**config.mk**
```make
export PLATFORM = sky130hd
export DESIGN_NAME = layer_sequencer_flat
export DESIGN_NICKNAME = d
export VERILOG_FILES = /design/src/rtl/tinymind_pkg.sv /design/src/rtl/layer_sequencer_if.sv /design/src/rtl/tinymind_watchdog.sv /design/src/rtl/layer_sequencer.sv /design/src/flat_wrapper.sv
export SDC_FILE = /design/constraint.sdc
export NUM_CORES = 1
export LEC_CHECK = 0
export CORE_UTILIZATION = 60
export CTS_BUF_LIST = sky130_fd_sc_hd__clkbuf_2
export DETAILED_ROUTE_END_ITERATION = 16
export DONT_BUFFER_PORTS = 1
export HOLD_SLACK_MARGIN = 0.1
export PLACE_DENSITY_LB_ADDON = 0.08
export SYNTH_ARGS = -nofsm -noshare
export SYNTH_HDL_FRONTEND = slang
export SYNTH_SLANG_ARGS = --single-unit
```
**constraint.sdc**
```tcl
create_clock -name clk -period 2.6 [get_ports clk]
set_input_delay 0.26 -clock clk [delete_from_list [all_inputs] [get_ports clk]]
set_output_delay 0.26 -clock clk [all_outputs]
set_load 0.005 [all_outputs]
```
**src/rtl/tinymind_pkg.sv**
```systemverilog
// Shared types and widths for the layer sequencer and its watchdog.
package tinymind_pkg;
    localparam int LAYER_W  = 4;
    localparam int NEURON_W = 8;
    localparam int WDOG_W   = 16;

    typedef enum logic [1:0] {
        IDLE,
        ISSUE,
        WAIT,
        NEXT
    } seq_state_t;
endpackage

```
**src/rtl/layer_sequencer_if.sv**
```systemverilog
// Handshake bundle between the layer sequencer, its requester and the compute unit.
interface layer_sequencer_if;
    import tinymind_pkg::*;

    logic                start;
    logic [NEURON_W-1:0] cfg_neurons;
    logic                unit_done;
    logic                unit_start;
    logic [LAYER_W-1:0]  unit_layer;
    logic [NEURON_W-1:0] unit_neuron;
    logic                busy;
    logic                done_r;
    logic                timeout_err;

    modport master (
        output start, cfg_neurons, unit_done,
        input  unit_start, unit_layer, unit_neuron, busy, done_r, timeout_err
    );

    modport slave (
        input  start, cfg_neurons, unit_done,
        output unit_start, unit_layer, unit_neuron, busy, done_r, timeout_err
    );
endinterface

```
**src/rtl/tinymind_watchdog.sv**
```systemverilog
// Per-neuron wait counter; expired flags the limit-th consecutive enabled cycle.
module tinymind_watchdog
    import tinymind_pkg::*;
(
    input  logic              clk,
    input  logic              rst_n,
    input  logic              clear,
    input  logic              enable,
    input  logic [WDOG_W-1:0] limit,
    output logic              expired
);
    logic [WDOG_W-1:0] count_reg;

    // A zero limit never expires; the counter stops once it has expired.
    assign expired = enable && (limit != '0) && (count_reg == limit - 1'b1);

    always_ff @(posedge clk or negedge rst_n) begin
        if (!rst_n) begin
            count_reg <= '0;
        end else if (clear) begin
            count_reg <= '0;
        end else if (enable && !expired) begin
            count_reg <= count_reg + 1'b1;
        end
    end
endmodule

```
**src/rtl/layer_sequencer.sv**
```systemverilog
// Walks every (layer, neuron) pair, handing each to the compute unit and
// waiting for its completion under a watchdog.
module layer_sequencer
    import tinymind_pkg::*;
#(
    parameter int NUM_LAYERS = 2,
    parameter int TIMEOUT    = 255
) (
    input  logic             clk,
    input  logic             rst_n,
    layer_sequencer_if.slave bus
);
    localparam logic [LAYER_W-1:0] LAST_LAYER = LAYER_W'(NUM_LAYERS - 1);
    localparam logic [WDOG_W-1:0]  WD_LIMIT   = WDOG_W'(TIMEOUT);

    seq_state_t          state_reg;
    logic [NEURON_W-1:0] count_reg;
    logic [NEURON_W-1:0] neuron_reg;
    logic [LAYER_W-1:0]  layer_reg;
    logic                unit_start_reg;
    logic                busy_reg;
    logic                done_reg;
    logic                err_reg;
    logic                wd_clear;
    logic                wd_enable;
    logic                wd_expired;

    // Gating enable with unit_done gives completion priority over expiry.
    assign wd_clear  = (state_reg == ISSUE);
    assign wd_enable = (state_reg == WAIT) && !bus.unit_done;

    tinymind_watchdog u_watchdog (
        .clk     (clk),
        .rst_n   (rst_n),
        .clear   (wd_clear),
        .enable  (wd_enable),
        .limit   (WD_LIMIT),
        .expired (wd_expired)
    );

    always_ff @(posedge clk or negedge rst_n) begin
        if (!rst_n) begin
            state_reg      <= IDLE;
            count_reg      <= '0;
            neuron_reg     <= '0;
            layer_reg      <= '0;
            unit_start_reg <= 1'b0;
            busy_reg       <= 1'b0;
            done_reg       <= 1'b0;
            err_reg        <= 1'b0;
        end else begin
            unit_start_reg <= 1'b0;
            case (state_reg)
                IDLE: begin
                    if (bus.start) begin
                        if (bus.cfg_neurons != '0) begin
                            count_reg      <= bus.cfg_neurons;
                            neuron_reg     <= '0;
                            layer_reg      <= '0;
                            done_reg       <= 1'b0;
                            err_reg        <= 1'b0;
                            busy_reg       <= 1'b1;
                            unit_start_reg <= 1'b1;
                            state_reg      <= ISSUE;
                        end else begin
                            done_reg <= 1'b1;
                        end
                    end
                end
                ISSUE: state_reg <= WAIT;
                WAIT: begin
                    if (bus.unit_done) begin
                        state_reg <= NEXT;
                    end else if (wd_expired) begin
                        err_reg   <= 1'b1;
                        busy_reg  <= 1'b0;
                        state_reg <= IDLE;
                    end
                end
                NEXT: begin
                    // Limits are compared before incrementing, so indices never wrap.
                    if (neuron_reg != count_reg - 1'b1) begin
                        neuron_reg     <= neuron_reg + 1'b1;
                        unit_start_reg <= 1'b1;
                        state_reg      <= ISSUE;
                    end else if (layer_reg != LAST_LAYER) begin
                        neuron_reg     <= '0;
                        layer_reg      <= layer_reg + 1'b1;
                        unit_start_reg <= 1'b1;
                        state_reg      <= ISSUE;
                    end else begin
                        done_reg  <= 1'b1;
                        busy_reg  <= 1'b0;
                        state_reg <= IDLE;
                    end
                end
                default: state_reg <= IDLE;
            endcase
        end
    end

    assign bus.unit_start  = unit_start_reg;
    assign bus.unit_layer  = layer_reg;
    assign bus.unit_neuron = neuron_reg;
    assign bus.busy        = busy_reg;
    assign bus.done_r      = done_reg;
    assign bus.timeout_err = err_reg;
endmodule

```
**src/flat_wrapper.sv**
```systemverilog
// flat-port wrapper written by rule: the top's interface ports become plain ports
module layer_sequencer_flat import tinymind_pkg::*;
#(
    parameter int NUM_LAYERS = 2,
    parameter int TIMEOUT    = 255
)
  (clk, rst_n, bus_start, bus_cfg_neurons, bus_unit_done, bus_unit_start, bus_unit_layer, bus_unit_neuron, bus_busy, bus_done_r, bus_timeout_err);
  layer_sequencer_if bus_i ();
  input  logic clk;
  input  logic rst_n;
  input wire logic [$bits(bus_i.start)-1:0] bus_start;
  input wire logic [$bits(bus_i.cfg_neurons)-1:0] bus_cfg_neurons;
  input wire logic [$bits(bus_i.unit_done)-1:0] bus_unit_done;
  output wire logic [$bits(bus_i.unit_start)-1:0] bus_unit_start;
  output wire logic [$bits(bus_i.unit_layer)-1:0] bus_unit_layer;
  output wire logic [$bits(bus_i.unit_neuron)-1:0] bus_unit_neuron;
  output wire logic [$bits(bus_i.busy)-1:0] bus_busy;
  output wire logic [$bits(bus_i.done_r)-1:0] bus_done_r;
  output wire logic [$bits(bus_i.timeout_err)-1:0] bus_timeout_err;
  assign bus_i.start = bus_start;
  assign bus_i.cfg_neurons = bus_cfg_neurons;
  assign bus_i.unit_done = bus_unit_done;
  assign bus_unit_start = bus_i.unit_start;
  assign bus_unit_layer = bus_i.unit_layer;
  assign bus_unit_neuron = bus_i.unit_neuron;
  assign bus_busy = bus_i.busy;
  assign bus_done_r = bus_i.done_r;
  assign bus_timeout_err = bus_i.timeout_err;
  layer_sequencer #(.NUM_LAYERS(NUM_LAYERS), .TIMEOUT(TIMEOUT)) u_core (.clk(clk), .rst_n(rst_n), .bus(bus_i));
endmodule
```
==> impl_metrics.csv, run 1 <==
group,metric,value,unit
synthesis,synthAdderAreaFrac,5.11,%
layout,drive_above_1_share,12.8,%
synthesis,ys_seq_area_share,42.9,%
clock_tree,clock_sinks,42,
synthesis,async_flop_share,100,%
grt,antenna_found_initial,0,
synthesis,ys_ff_latch,42,
floorplan,rows,22,
critical_path,crit_chain,"buf_4, nor4_4, a2111oi_0, a31oi_1, a311oi_2, buf_4, and2_2, o21a_1, nor4_2",
routing,wl_per_cell,14.6,um
synthesis,synth_cells,253,
floorplan,core,3800,sq um
grt,grt_pass1_wl,8020,um
sta,rsz0062_at_grt,"no",
clock_tree,cts_tree,"yes",
routing,drc,0,
placed_design,postPlaceCellArea,2520,sq um
clock_tree,ctsLongestPathBuffers,2,
sta,worst_slew_pin_slew,0.388,ns
synthesis,synth_area,2450,sq um
clock_tree,clockRootBuffer,"clkbuf_2",
critical_path,worst_setup_path_end_kind,"flop",
critical_path,path_class,"flop to flop",
placed_design,post-place-ws,0.141,ns
routing,viasPerCell,5.85,
sta,setup_tns,0,ns
synthesis,synthMuxAreaShare,5.31,%
routing,dr_total_vias,1879,
floorplan,dieArea,4340,sq um
sta,min_period,2.41,ns
critical_path,slowest_delay,0.43,ns
critical_path,required,2.94,ns
layout,num-nets-final,294,
critical_path,critical_path.top_delay_family,"simple AND/OR/NAND/NOR gates",
grt,grt_pass1_vias,1835,
grt,grt-ovfl-total,0,
critical_path,crit_top_cell,"buf_4",
flow_run,maxCapViolCount,0,
placed_design,dp_hpwl,3220,um
synthesis,syn-num-nets,275,
critical_path,arrival,2.75,ns
critical_path,crit_buf_inv,2,
layout,synthToLayoutAreaGrowth,11.9,%
layout,diodes,0,
routing,drt_iter0_markers,79,
floorplan,io_pins,28,
grt,grt_start_max_net_pins,43,
synthesis,syn_area_per_cell,9.68,sq um
sta,finalMaxSlewViolations,0,
critical_path,worst_path_max_delay_cell,"dfrtp_1",
critical_path,critical_path.max_fanout,11,
clock_tree,clk_latency,0.44,ns
floorplan,dieWidth,65.9,um
routing,dr.pass1.iters,4,
synthesis,synth_simple_gate_area_share,21.2,%
power,leakagePower,1.20,nW
sta,post-route-period-util,92.5,%
sta,finalClockSkew,0.0431,ns
power,fin_total_pwr,2.39,mW
sta,timing.final.ws_setup,0.195,ns
layout,final_cell_area,2740,sq um
outcome,status,"finished clean",
routing,final_antenna_net_count,0,
power,p_per_area,873,nW/um^2
synthesis,yosys_warnings,0,
power,ir_worst_vdd,0.537,mV
floorplan,chipHeight,65.9,um
sta,relSlewSlack,74.1,%
synthesis,synth_cell_type_count,52,
placed_design,place_congestion,0.854,
clock_tree,numCtsBuffers,5,
layout,largest_register_ffs,16,
clock_tree,cts.htree.levels,2,
sta,hold_viol,0,
synthesis,synth_compound_area_share,13.6,%
synthesis,synth_edf_count,0,
hold_path,hp-class,"input pin to flop",
clock_tree,cts.reportedPaths.clkPinSlew,0.25,ns
grt,track_usage,24.9,%
synthesis,synth_xor_area_share,7.87,%
floorplan,start_util,64.5,%
synthesis,synth_top_family_by_area,"simple AND/OR/NAND/NOR gates",
critical_path,crit_path_start_kind,"flop",
sta,setup_viol,0,
sta,timing.fmax,416,MHz
placed_design,port_buffers,0,
synthesis,synth-main-ff-cell,"dfrtp_1",
routing,wirelength,4700,um
-- metrics by stage --
stage / instances / hold WS (ns) / utilization, %
2_1_floorplan: 253 / -0.0356 / -
3_5_place_dp: 300 / -0.0348 / 66.3
6_report: 321 / 0.133 / 72.2
4_1_cts: 319 / 0.102 / 71.8
5_1_grt: 321 / 0.145 / 72.2
3_3_place_gp: 300 / -0.0349 / 66.3
-- worst reg2reg max path, cell delays in order (launching register included) --
cell       delay, ns
dfrtp_1         0.43
buf_4           0.15
nor4_4          0.35
a2111oi_0       0.16
a31oi_1         0.19
a311oi_2        0.11
buf_4           0.19
and2_2          0.22
o21a_1          0.25
nor4_2          0.29
-- per-layer routing --
layer	routed length, um	vias up	track usage [%]
li1	-	928	-
met1	2130	903	29.9
met2	2310	40	41.8
met3	174	8	6.72
met4	89	0	10.1
met5	0	-	0
-- area by class of cell --
type	count	area (sq um)
inverter	18	67.6
fill	283	1060
clock inverter	3	63.8
timing repair buffer	18	173
multi-input combinational	187	1300
tap	48	60.1
sequential	42	1050
clock buffer	5	25.0
-- synth_stat cells (all sizes together) (3+ instances only) --
cell type / number / area [sq um]
xor2: 11 / 96.3
nand2b: 3 / 18.8
inv: 18 / 67.6
nand4: 10 / 62.6
o21ai: 11 / 55.1
dfrtp: 42 / 1050
nand2: 19 / 71.3
and3: 6 / 45.0
nor2: 27 / 101
and2: 4 / 26.3
clkbuf: 4 / 15.0
nand3: 6 / 30.0
or3: 4 / 25.0
xnor2: 11 / 96.3
ha: 10 / 125
nor3: 8 / 40.0
a21oi: 14 / 70.1
mux2: 8 / 90.1
mux2i: 4 / 40.0
-- cells in the final DEF (no fill, tap or decap), drive strengths merged, types with 10 or more instances in the layout --
cell         instances
nand4               10
a21oi               14
ha                  10
nand2               19
dlygate4sd3         10
o21ai               11
xor2                11
inv                 18
dfrtp               42
xnor2               11
nor2                27
-- path summary, 6_finish.rpt --
| path | from | end | slack, ns | cells after the start |
|---|---|---|---|---|
| max | u_core.count_reg[1]$_DFFE_PN0P_ | u_core.bus.unit_neuron[3]$_DFFE_PN0P_ | 0.19 | 9 |
| min | bus_start | u_core.bus.done_r$_DFFE_PN0P_ | 0.13 | 3 |
| max reg2reg | u_core.count_reg[1]$_DFFE_PN0P_ | u_core.bus.unit_neuron[3]$_DFFE_PN0P_ | 0.19 | 9 |
| min reg2reg | u_core.bus.timeout_err$_DFFE_PN0P_ | u_core.bus.timeout_err$_DFFE_PN0P_ | 0.56 | 1 |
| max in group asynchronous | rst_n | u_core.u_watchdog.count_reg[1]$_DFFE_PN0P_ | 2.10 | 2 |
| min in group asynchronous | rst_n | u_core.bus.unit_neuron[6]$_DFFE_PN0P_ | 0.23 | 2 |
-- where the power goes --
part,switching [mW],internal (mW)
clock network,0.223,0.256
logic,0.531,0.437
registers,0.158,0.787
-- cells by family (layout without fill, tap and decap cells) --
logic type               Yosys count  count (layout)
adder cells (fa/ha/maj)           10              10
flip-flops                        42              42
AND/OR/NAND/NOR                   97              97
multiplexers                      12              12
AO/OA/AOI/OAI                     46              46
buffers and inverters             24              44
XOR/XNOR                          22              22
-- repair_timing --
| action | in CTS | in global routing |
|---|---|---|
| hold buffers | 11 | 0 |
| resized for setup | 0 | 0 |
| endpoints found under the setup margin | 0 | 6 |
| buffers inserted | 0 | 2 |
| endpoints found under the hold margin | 51 | 0 |
Power figures use the tool's default switching activity.
==> inputs of run 2 (changes only) <==
Settings changed: CORE_ASPECT_RATIO from default to 0.6, CORE_MARGIN from default to 5.
==> impl_metrics.csv, run 2 (synthesis results as in run 1) <==
group,metric,value,unit
outcome,status,"finished clean",
critical_path,worst_path_max_delay_cell,"dfrtp_1",
critical_path,arrival,2.78,ns
grt,antenna_found_initial,0,
grt,grt-ovfl-total,0,
sta,fin_hold_ws,0.139,ns
placed_design,dp_hpwl,3730,um
power,ir_worst_vdd,0.428,mV
layout,final_common_cell,"dfrtp_1",
power,swShare,41.4,%
floorplan,dieWidth,92.5,um
layout,diodes,0,
routing,dr_total_vias,1869,
layout,final_cell_mix,"dfrtp_1 (42), nor2_1 (27), nand2_1 (19)",
sta,finalMaxSlewViolations,0,
sta,setup_tns,0,ns
grt,grt_start_max_net_pins,43,
routing,drc,0,
critical_path,crit_path_start_kind,"flop",
power,leakagePower,1.21,nW
power,p_per_area,819,nW/um^2
power,clockPowerShare,12.5,%
hold_path,hold_path_end,"u_core.bus.done_r$_DFFE_PN0P_",
layout,num-nets-final,300,
layout,num-fill-cells,318,
floorplan,rows,18,
critical_path,crit_buf_inv,3,
hold_path,hp-class,"input pin to flop",
floorplan,io_pins,28,
clock_tree,clock_sinks,42,
critical_path,reg2reg_slack,0.13,ns
sta,post-route-period-util,94.9,%
sta,worst_slew_pin_slew,0.479,ns
clock_tree,clk_latency,0.42,ns
critical_path,critical_path.top_delay_family,"compound AO/OA/AOI/OAI gates",
grt,grt_pass1_vias,1840,
critical_path,path_class,"flop to flop",
layout,synthToLayoutAreaGrowth,12.4,%
layout,drive_above_1_share,15.4,%
sta,relSlewSlack,68.1,%
sta,setup_viol,0,
placed_design,place_congestion,0.813,
floorplan,dieArea,5500,sq um
floorplan,chipHeight,59.5,um
routing,drt_iter0_markers,155,
critical_path,required,2.91,ns
routing,wl_per_cell,16.1,um
power,combPwrFrac,45.4,%
flow_run,maxCapViolCount,0,
clock_tree,cts.reportedPaths.clkPinSlew,0.20,ns
routing,final_antenna_net_count,0,
routing,viasPerCell,5.68,
sta,min_period,2.47,ns
sta,timing.fmax,405,MHz
floorplan,start_util,60.8,%
critical_path,slowest_delay,0.42,ns
sta,finalClockSkew,0.00935,ns
hold_path,holdPathStages,3,
critical_path,crit_top_cell,"buf_4",
hold_path,hold_start,"bus_start",
clock_tree,cts.htree.levels,2,
critical_path,r2r-end,"u_core.bus.unit_neuron[2]$_DFFE_PN0P_",
placed_design,port_buffers,0,
clock_tree,cts_tree,"yes",
floorplan,core,4030,sq um
critical_path,reg2reg_from,"u_core.count_reg[0]$_DFFE_PN0P_",
critical_path,worst_setup_path_end_kind,"flop",
sta,hold_viol,0,
layout,largest_register_ffs,16,
routing,wirelength,5310,um
power,seq_power_share,42.1,%
power,p_int,1.32,mW
grt,grt_pass1_wl,9130,um
critical_path,critical_path.max_fanout,11,
power,p_sw,0.934,mW
clock_tree,ctsLongestPathBuffers,2,
critical_path,crit_chain,"buf_4, nor4_4, buf_4, a21o_2, a211o_1, a311oi_2, buf_4, a21boi_4, nor2_1, a2111oi_2",
critical_path,r2r_cells,10,
routing,dr.pass1.iters,4,
grt,track_usage,21.6,%
clock_tree,clockRootBuffer,"clkbuf_2",
clock_tree,numCtsBuffers,5,
## run 2: cell types whose count changed in the layout (fill, tap and decap cells not counted), sizes merged
cell,before,now
buf,8,14
clkinv,1,2
bufinv,2,0
clkbuf,5,6
## run 2: worst max path at each step
stage                                                from                                     to  cells after the start
after floorplan           u_core.count_reg[0]$_DFFE_PN0P_   u_core.bus.unit_layer[2]$_DFFE_PN0P_                     10
after global placement    u_core.count_reg[1]$_DFFE_PN0P_  u_core.bus.unit_neuron[3]$_DFFE_PN0P_                     10
after detailed placement  u_core.count_reg[1]$_DFFE_PN0P_  u_core.bus.unit_neuron[3]$_DFFE_PN0P_                     10
after CTS                 u_core.count_reg[1]$_DFFE_PN0P_  u_core.bus.unit_neuron[3]$_DFFE_PN0P_                     10
after global routing      u_core.count_reg[0]$_DFFE_PN0P_  u_core.bus.unit_neuron[2]$_DFFE_PN0P_                     10
final                     u_core.count_reg[0]$_DFFE_PN0P_  u_core.bus.unit_neuron[2]$_DFFE_PN0P_                     10
## run 2: timing repair
| action | 4_1_cts | 5_1_grt |
|---|---|---|
| buffers inserted | 0 | 3 |
| gates resized for setup | 0 | 4 |
| hold endpoints to repair | 51 | 0 |
| hold buffers | 11 | 0 |
| setup endpoints to repair | 0 | 10 |
## run 2: through the flow
stage | area, sq um | total power, mW | setup slack [ns] | util [%] | cells
finish | 2750 | 2.25 | 0.133 | 68.3 | 329
global route | 2750 | 2.45 | -0.0128 | 68.3 | 329
CTS | 2720 | 2.22 | 0.0370 | 67.4 | 326
detailed placement | 2560 | 1.90 | 0.0856 | 63.4 | 307
global placement | 2560 | 1.89 | 0.195 | 63.4 | 307
floorplan | 2450 | 1.67 | 0.340 | - | 253
## run 2: tightest hold or removal path, cell delays in order
cell	delay, ns
inv_1	0.02
a21oi_1	0.11
o2bb2a_1	0.15
## run 2: area by class of cell
class	count	area (sq um)	area share, %
Multi-Input combinational cell	187	1320	47.8
Sequential cell	42	1050	38.2
Timing Repair Buffer	24	218	7.91
Inverter	18	67.6	2.45
Tap cell	50	62.6	2.27
Clock buffer	6	30.0	1.09
Clock inverter	2	8.76	0.318
## run 2: metal layers
metal  vias to the layer above  track usage [%]  share of wire (%)
met1                       877             32.7                 52
met5                         -                0                  0
met4                         0             6.98                1.1
met3                         7             5.96                6.2
met2                        41             29.8                 40
li1                        944                -                  -
## run 2: power by group through the flow
stage                     Sequential [mW]  Combinational (mW)  Clock [mW]
after floorplan                     0.936               0.737           0
after CTS                           0.945               0.980       0.294
after global placement              0.953               0.936           0
after global routing                0.973                1.15       0.327
after detailed placement            0.959               0.940           0
final                               0.949                1.02       0.282
